File: config.mk
export PLATFORM = sky130hd
export DESIGN_NAME = adc_cfg_spi_writer
export DESIGN_NICKNAME = d
export VERILOG_FILES = /design/src/rtl/adc_cfg_pkg.sv /design/src/rtl/adc_cfg_sclk_gen.sv /design/src/rtl/adc_cfg_spi_writer.sv
export SDC_FILE = /design/constraint.sdc
export NUM_CORES = 1
export LEC_CHECK = 0
export CAP_MARGIN = 20
export CORE_MARGIN = 4
export CORE_UTILIZATION = 50
export DETAILED_ROUTE_END_ITERATION = 8
export GPL_TIMING_DRIVEN = 0
export PLACE_DENSITY = 0.81
export REMOVE_ABC_BUFFERS = 1
export SLEW_MARGIN = 20
export SYNTH_ARGS = -nofsm -noshare
export SYNTH_HDL_FRONTEND = slang
export SYNTH_SLANG_ARGS = --single-unit
File: constraint.sdc
create_clock -name clk_i -period 1.92 [get_ports clk_i]
set_input_delay 0.384 -clock clk_i [delete_from_list [all_inputs] [get_ports clk_i]]
set_output_delay 0.384 -clock clk_i [all_outputs]
set_load 0.02 [all_outputs]
File: src/rtl/adc_cfg_pkg.sv
// Shared types and constants for the ADS5292 configuration serial writer.
package adc_cfg_pkg;

    localparam int unsigned WORD_W   = 24;
    localparam logic        SEN_IDLE = 1'b1;

    typedef enum logic [2:0] {
        StIdle,
        StInit,
        StLoad,
        StShift,
        StGap,
        StNext,
        StFin
    } state_e;

    // Counter width for a modulus of n; never narrower than one bit.
    function automatic int unsigned cnt_w(input int unsigned n);
        return (n > 1) ? $clog2(n) : 1;
    endfunction

endpackage

File: src/rtl/adc_cfg_sclk_gen.sv
// SCLK divider: low then high for CLK_DIV cycles each while enabled, idle low otherwise.
module adc_cfg_sclk_gen
    import adc_cfg_pkg::*;
#(
    parameter int unsigned CLK_DIV = 4
) (
    input  logic clk_i,
    input  logic rst_i,
    input  logic en_i,
    output logic sclk_o,
    output logic rise_o,
    output logic fall_o
);

    localparam int unsigned          DivW    = cnt_w(CLK_DIV);
    localparam logic [DivW-1:0]      DivLast = DivW'(CLK_DIV - 1);

    logic [DivW-1:0] div_q;
    logic            sclk_q;
    logic            wrap;

    assign wrap = en_i && (div_q == DivLast);

    always_ff @(posedge clk_i) begin
        if (rst_i || !en_i) begin
            div_q  <= '0;
            sclk_q <= 1'b0;
        end else if (wrap) begin
            div_q  <= '0;
            sclk_q <= ~sclk_q;
        end else begin
            div_q  <= div_q + 1'b1;
        end
    end

    // Strobes flag the edge on which sclk is about to change.
    assign rise_o = wrap & ~sclk_q;
    assign fall_o = wrap & sclk_q;
    assign sclk_o = sclk_q;

endmodule

File: src/rtl/adc_cfg_spi_writer.sv
// Serialises 24-bit ADS5292 config words onto SEN/SCLK/SDATA, either as a single write
// or by stepping the upstream register unit through its auto-config list.
module adc_cfg_spi_writer
    import adc_cfg_pkg::*;
#(
    parameter int unsigned CLK_DIV   = 4,
    parameter int unsigned GAP_CYC   = 4,
    parameter int unsigned MAX_WORDS = 8
) (
    input  logic              clk_i,
    input  logic              rst_i,
    input  logic              start_auto_i,
    input  logic              wr_req_i,
    input  logic [WORD_W-1:0] reg_in_i,
    input  logic              end_auto_i,
    output logic              init_reg_o,
    output logic              incr_reg_o,
    output logic              auto_run_o,
    output logic              busy_o,
    output logic              done_o,
    output logic              err_o,
    output logic              adc_sen_o,
    output logic              adc_sclk_o,
    output logic              adc_sdata_o
);

    localparam int unsigned     GapW    = cnt_w(GAP_CYC);
    localparam logic [GapW-1:0] GapLast = GapW'(GAP_CYC - 1);
    localparam logic [3:0]      WordMax = 4'(MAX_WORDS);

    state_e            state_q;
    logic [WORD_W-1:0] shift_q;
    logic [4:0]        bit_cnt_q;
    logic [GapW-1:0]   gap_cnt_q;
    logic [3:0]        word_cnt_q;
    logic              last_q;
    logic              init_reg_q, incr_reg_q, auto_run_q, busy_q, done_q, err_q;
    logic              sen_q, sdata_q;

    logic sclk, sclk_rise, sclk_fall;
    logic unused_rise;

    adc_cfg_sclk_gen #(
        .CLK_DIV (CLK_DIV)
    ) u_sclk_gen (
        .clk_i  (clk_i),
        .rst_i  (rst_i),
        .en_i   (state_q == StShift),
        .sclk_o (sclk),
        .rise_o (sclk_rise),
        .fall_o (sclk_fall)
    );

    // Data moves only on the falling transition, so the rise strobe is not needed here.
    assign unused_rise = sclk_rise;

    always_ff @(posedge clk_i) begin
        if (rst_i) begin
            state_q    <= StIdle;
            shift_q    <= '0;
            bit_cnt_q  <= '0;
            gap_cnt_q  <= '0;
            word_cnt_q <= '0;
            last_q     <= 1'b0;
            init_reg_q <= 1'b0;
            incr_reg_q <= 1'b0;
            auto_run_q <= 1'b0;
            busy_q     <= 1'b0;
            done_q     <= 1'b0;
            err_q      <= 1'b0;
            sen_q      <= SEN_IDLE;
            sdata_q    <= 1'b0;
        end else begin
            init_reg_q <= 1'b0;
            incr_reg_q <= 1'b0;
            done_q     <= 1'b0;
            err_q      <= 1'b0;
            unique case (state_q)
                StIdle: begin
                    if (start_auto_i) begin
                        state_q    <= StInit;
                        auto_run_q <= 1'b1;
                        busy_q     <= 1'b1;
                        init_reg_q <= 1'b1;
                    end else if (wr_req_i) begin
                        state_q    <= StLoad;
                        busy_q     <= 1'b1;
                    end
                end
                StInit: state_q <= StLoad;
                StLoad: begin
                    shift_q   <= reg_in_i;
                    sdata_q   <= reg_in_i[WORD_W-1];
                    sen_q     <= ~SEN_IDLE;
                    last_q    <= auto_run_q ? end_auto_i : 1'b1;
                    bit_cnt_q <= '0;
                    if (word_cnt_q != WordMax) begin
                        word_cnt_q <= word_cnt_q + 1'b1;
                    end
                    state_q   <= StShift;
                end
                StShift: begin
                    if (sclk_fall) begin
                        if (bit_cnt_q == 5'(WORD_W - 1)) begin
                            sen_q     <= SEN_IDLE;
                            sdata_q   <= 1'b0;
                            gap_cnt_q <= '0;
                            state_q   <= StGap;
                        end else begin
                            bit_cnt_q <= bit_cnt_q + 1'b1;
                            shift_q   <= shift_q << 1;
                            sdata_q   <= shift_q[WORD_W-2];
                        end
                    end
                end
                StGap: begin
                    if (gap_cnt_q == GapLast) begin
                        if (last_q) begin
                            state_q    <= StFin;
                            done_q     <= 1'b1;
                        end else if (word_cnt_q == WordMax) begin
                            // Runaway list: abort without a done pulse.
                            state_q    <= StIdle;
                            err_q      <= 1'b1;
                            auto_run_q <= 1'b0;
                            busy_q     <= 1'b0;
                            word_cnt_q <= '0;
                        end else begin
                            state_q    <= StNext;
                            incr_reg_q <= 1'b1;
                        end
                    end else begin
                        gap_cnt_q <= gap_cnt_q + 1'b1;
                    end
                end
                StNext: state_q <= StLoad;
                StFin: begin
                    state_q    <= StIdle;
                    auto_run_q <= 1'b0;
                    busy_q     <= 1'b0;
                    word_cnt_q <= '0;
                end
                default: state_q <= StIdle;
            endcase
        end
    end

    assign init_reg_o  = init_reg_q;
    assign incr_reg_o  = incr_reg_q;
    assign auto_run_o  = auto_run_q;
    assign busy_o      = busy_q;
    assign done_o      = done_q;
    assign err_o       = err_q;
    assign adc_sen_o   = sen_q;
    assign adc_sclk_o  = sclk;
    assign adc_sdata_o = sdata_q;

endmodule

Word-level counts from Yosys, hierarchy flattened
Index checks and enable logic that the tools add are counted.

word-level totals
  register bits after elaboration = 49
  input bits = 29
  word-level logic and storage cells = 109

operators by class
  add/sub/neg operators = 4
  equal/unequal tests = 21
  muxes and demuxes = 42
  bitwise gates (word level) = 5
  reductions and logical operators = 21

operator list
  kind                                                              number
  23-bit two-way mux                                                2
  23-bit case mux with 2 select lines                               1
  3-bit two-way mux                                                 7
  2-bit inequality test (second input constant)                     9
  4-bit two-way mux                                                 4
  1-bit two-way mux                                                 15
  3-bit case mux with 5 select lines                                1
  5-bit AND reduction                                               3
  4-bit case mux with 3 select lines                                1
  5-bit two-way mux                                                 2
  5-bit case mux with 2 select lines                                1
  3-bit == test (second input constant)                             3
  4-bit AND reduction                                               2
  3-bit by 2-bit == test with 1-bit output (second input constant)  2
  2-bit two-way mux                                                 3
  1-bit case mux with 3 select lines                                2
  3-bit AND reduction                                               2
  3-bit nonzero test                                                2
  2-bit OR reduction                                                3
  5-bit by 1-bit adder with 5-bit output (second input constant)    1
  5-bit == test (second input constant)                             1
  2-bit by 1-bit adder with 2-bit output (second input constant)    2
  4-bit by 1-bit adder with 4-bit output (second input constant)    1
  2-bit == test (second input constant)                             2
  other kinds (16)                                                  21

Logic depth before layout (Yosys ltp)
  depth in word-level cells = 5
  gate-level depth with buffers = 6
  mapped depth without buffers = 6

Modules after synthesis
Synthesis repeated with hierarchy kept, for this count alone.

unflattened totals
  cells, all modules = 260
  area total of the unflattened synthesis = 2268.4 um^2

modules (own cells, without submodules)
  module              times used  cells each  area each (um^2)  seq. area each (um^2)
  adc_cfg_spi_writer  1           248         2150.8            920.9
  adc_cfg_sclk_gen    1           12          117.6             60.1

Worst setup path before layout
OpenSTA, ideal clock, no wires.

  path kind = reg2reg
  start point = register bit_cnt_q[0]
  end point = register shift_q[13]
  setup time = 0.145 ns
  arrival = 1.471 ns
  slack = 0.304 ns
  cell stages (with the launch flop) = 7
  path buffers = 2
  period minus slack after synthesis = 1.616 ns
  path through = dfxtp_1 ha_1 and4b_4 a211oi_4 buf_6 buf_6 a311oi_2

between the ends
  longest elaborated chain between the ends = 3

RTL lines
  item                                    RTL line                   RTL
  start: declaration                      adc_cfg_spi_writer.sv:33   logic [4:0] bit_cnt_q;
  start signal: assignment                adc_cfg_spi_writer.sv:110  bit_cnt_q <= bit_cnt_q + 1'b1;
  5-bit == test                           adc_cfg_spi_writer.sv:104  if (bit_cnt_q == 5'(WORD_W - 1)) begin
  2-bit inequality test (no source line)  n/a
  3-bit AND reduction (no source line)    n/a
  end signal: assignment                  adc_cfg_spi_writer.sv:92   shift_q <= reg_in_i;
  end signal: assignment                  adc_cfg_spi_writer.sv:111  shift_q <= shift_q << 1;
  end: declaration                        adc_cfg_spi_writer.sv:32   logic [WORD_W-1:0] shift_q;

No other way between the ends.
A chain may end at the register's enable or synchronous reset.

Worst setup path in the final report
  start point = register bit_cnt_q[0]
  end point = register shift_q[7]

The elaborated chain is that of the path after synthesis.

==> run summary <==
run status = completed
Rel. slew slack = 0.643
Area growth, synth to finish = 23.3%
internal power = 0.00243 W
number of synthesized register bits = 49
CTS max path bufs = 2
final wirelength = 4990 µm
CP required = 2.13 ns
fin. max-slew vios = 0
clk_lat worst skew = 0.30 ns
antenna-violating nets left = 0
NumNets Final = 344
number of global-route vias before repair = 1931
final instance area = 0.00303 mm²
antenna violations before repair = 0
via count = 2093
largest net degree at the start of global routing = 31
Ant. Diodes = 0
Detail Placement HPWL = 3450 µm
Comb pwr share = 0.400
cts hold-fix bufs = 0
share of cells above drive strength 1 = 0.177
Leakage = 1.06 nW
Die Y = 78.1 µm
CTS buffer count = 5
CP endpoint kind = flop
min-delay worst type = reg2reg
clk sinks = 49
core outline area = 0.00475 mm²
root buf cell = clkbuf_8
Sw Ratio = 0.364
final hold slack = 0.434 ns
H-tree levels = 2
setup ws final = 0.135 ns
worst vdd ir = 698 µV
Initial DRC Count = 110
per-cell routed wire length = 13.2 µm
Initial DRT Pass Iterations = 4
GRT overflow = 0
# IOs = 38
Data arrival, critical path = 2.00 ns
max_cap viols = 0
Post-synth EDFFs = 0
Final Skew = 0.00207 ns
setup violators final = 0
cells after synthesis = 278
Setup WS pre-CTS = -0.437 ns
vias per cell = 5.54
DRC viols = 0
Tmin final = 1.79 ns
sequential fraction of the synthesis area = 0.399
Initial Util = 0.517
unrepaired setup endpoints after global routing = false
Tot Pwr = 0.00383 W
pwr dens = 1260 mW/mm²
DIE AREA = 0.00610 mm²
register share of total power = 0.402
CTS tree = done
Switch Pwr = 0.00139 W
# port buffers = 37
fraction of registers with async set/reset = 0
clk slew on worst S/H paths = 0.08 ns
CP max FO = 16
Area after DPL = 0.00286 mm²
Final Hold Viols = 0
global-route wire length before repair = 8660 µm
die width = 78.1 µm
FP Rows = 25
Tcrit/Tclk final = 0.930
Slew @ Worst Pin = 0.535 ns
f_max = 0.560 GHz
CP startpoint kind = flop
overall routing resource usage = 0.172
Yosys warnings = 0
syn_area_per_cell = 8.84 µm²
WS Path Type = reg2reg
mapped cell area = 0.00246 mm²
clock share of power = 0.198
GP Congestion = 0.801
setup TNS = 0 ns
Synth cell types = 46
ys flop type = dfxtp_1
## state kept, by name, indices dropped and copies added, names as in the netlist
register / cells
adc_sdata_o: 1
adc_sen_o: 1
auto_run_o: 1
bit_cnt_q: 5
busy_o: 1
done_o: 1
err_o: 1
gap_cnt_q: 2
incr_reg_o: 1
init_reg_o: 1
last_q: 1
shift_q: 23
state_q: 3
u_sclk_gen.div_q: 2
u_sclk_gen.sclk_o: 1
word_cnt_q: 4
## timing repair
| item | 4_1_cts | 5_1_grt |
|---|---|---|
| pin swaps | 1 | 0 |
| endpoints found under the setup margin | 36 | 7 |
| hold endpoints to repair | 0 | 0 |
| buffers inserted | 3 | 0 |
| resized for setup | 5 | 4 |
## cell usage in the layout, fill, tap and decap left out, types with 4 or more instances in the layout
cell | netlist | layout
o311ai_0 | 4 | 4
nand2_1 | 53 | 52
a311oi_2 | 22 | 22
dfxtp_1 | 49 | 47
nor2_2 | 6 | 6
nand3_1 | 6 | 6
nand2b_1 | 6 | 6
clkdlybuf4s50_1 | 0 | 36
a21oi_1 | 12 | 12
ha_1 | 5 | 5
o21ai_0 | 11 | 10
nor2_1 | 31 | 31
clkbuf_8 | 0 | 6
inv_1 | 6 | 6
## area by class of cell
cell class,instances,area [µm²]
inverter,6,22.5
fill,428,1730
multi-input combinational,204,1350
timing repair buffer,44,469
sequential,49,983
tap,67,83.8
clock inverter,1,30.0
clock buffer,7,86.3
## kinds of logic after synthesis
kind of cell | Yosys count | synth area share
xor+xnor | 1 | 0.00356
buf+inv | 25 | 0.0580
simple gates | 130 | 0.253
flops | 49 | 0.399
mux | 1 | 0.00458
fa+ha+maj | 5 | 0.0255
compound gates | 67 | 0.256
## critical path: stages (launching register included)
cell      delay, ns
dfxtp_1        0.33
ha_1           0.26
and4b_4        0.24
a211oi_4       0.25
buf_12         0.16
buf_8          0.16
nor2_1         0.06
a311oi_2       0.23
## power groups by stage
stage	clock (W)	sequential, W	combinational, W
floorplan	0	0.00153	0.00100
global placement	0	0.00154	0.00134
detailed placement	0	0.00154	0.00145
CTS	0.000775	0.00153	0.00153
global route	0.000813	0.00158	0.00170
finish	0.000757	0.00154	0.00153
## per-stage QoR
| stage | util | instances |
|---|---|---|
| after floorplan | - | 259 |
| after global placement | 0.587 | 363 |
| after detailed placement | 0.601 | 367 |
| after CTS | 0.635 | 378 |
| after global routing | 0.637 | 378 |
| final | 0.637 | 378 |
## cells in the mapped netlist (3+ instances only)
cell | count | area [µm²]
o31ai_1 | 3 | 22.5
buf_2 | 6 | 30.0
a21oi_1 | 12 | 60.1
nand2b_1 | 6 | 37.5
nor3_1 | 3 | 15.0
o311ai_0 | 4 | 35.0
buf_6 | 4 | 45.0
nand4_1 | 3 | 18.8
o21ai_0 | 11 | 55.1
clkbuf_1 | 6 | 22.5
or3_1 | 3 | 18.8
nor2b_1 | 3 | 18.8
inv_1 | 6 | 22.5
dfxtp_1 | 49 | 981
a31oi_1 | 3 | 18.8
nand2_1 | 53 | 199
buf_4 | 3 | 22.5
a311oi_2 | 22 | 330
ha_1 | 5 | 62.6
nor2_1 | 31 | 116
nor2_2 | 6 | 37.5
nand3_1 | 6 | 30.0
## routing by layer
metal  part of all wire  vias to the layer above  GRT usage
met5                  0                        -          0
met4              0.011                        0     0.0542
met3              0.060                        8     0.0470
met2               0.49                       57      0.293
met1               0.44                      968      0.211
li1                   -                     1060          -
## worst paths after layout
check,start,end,slack (ns),cells past startpoint
setup / recovery,bit_cnt_q[0],shift_q[7],0.13,7
hold / removal,u_sclk_gen.div_q[0],u_sclk_gen.div_q[0],0.43,1
setup reg to reg,bit_cnt_q[0],shift_q[7],0.13,7
hold reg to reg,u_sclk_gen.div_q[0],u_sclk_gen.div_q[0],0.43,1
(Power assumes the default switching activity.)
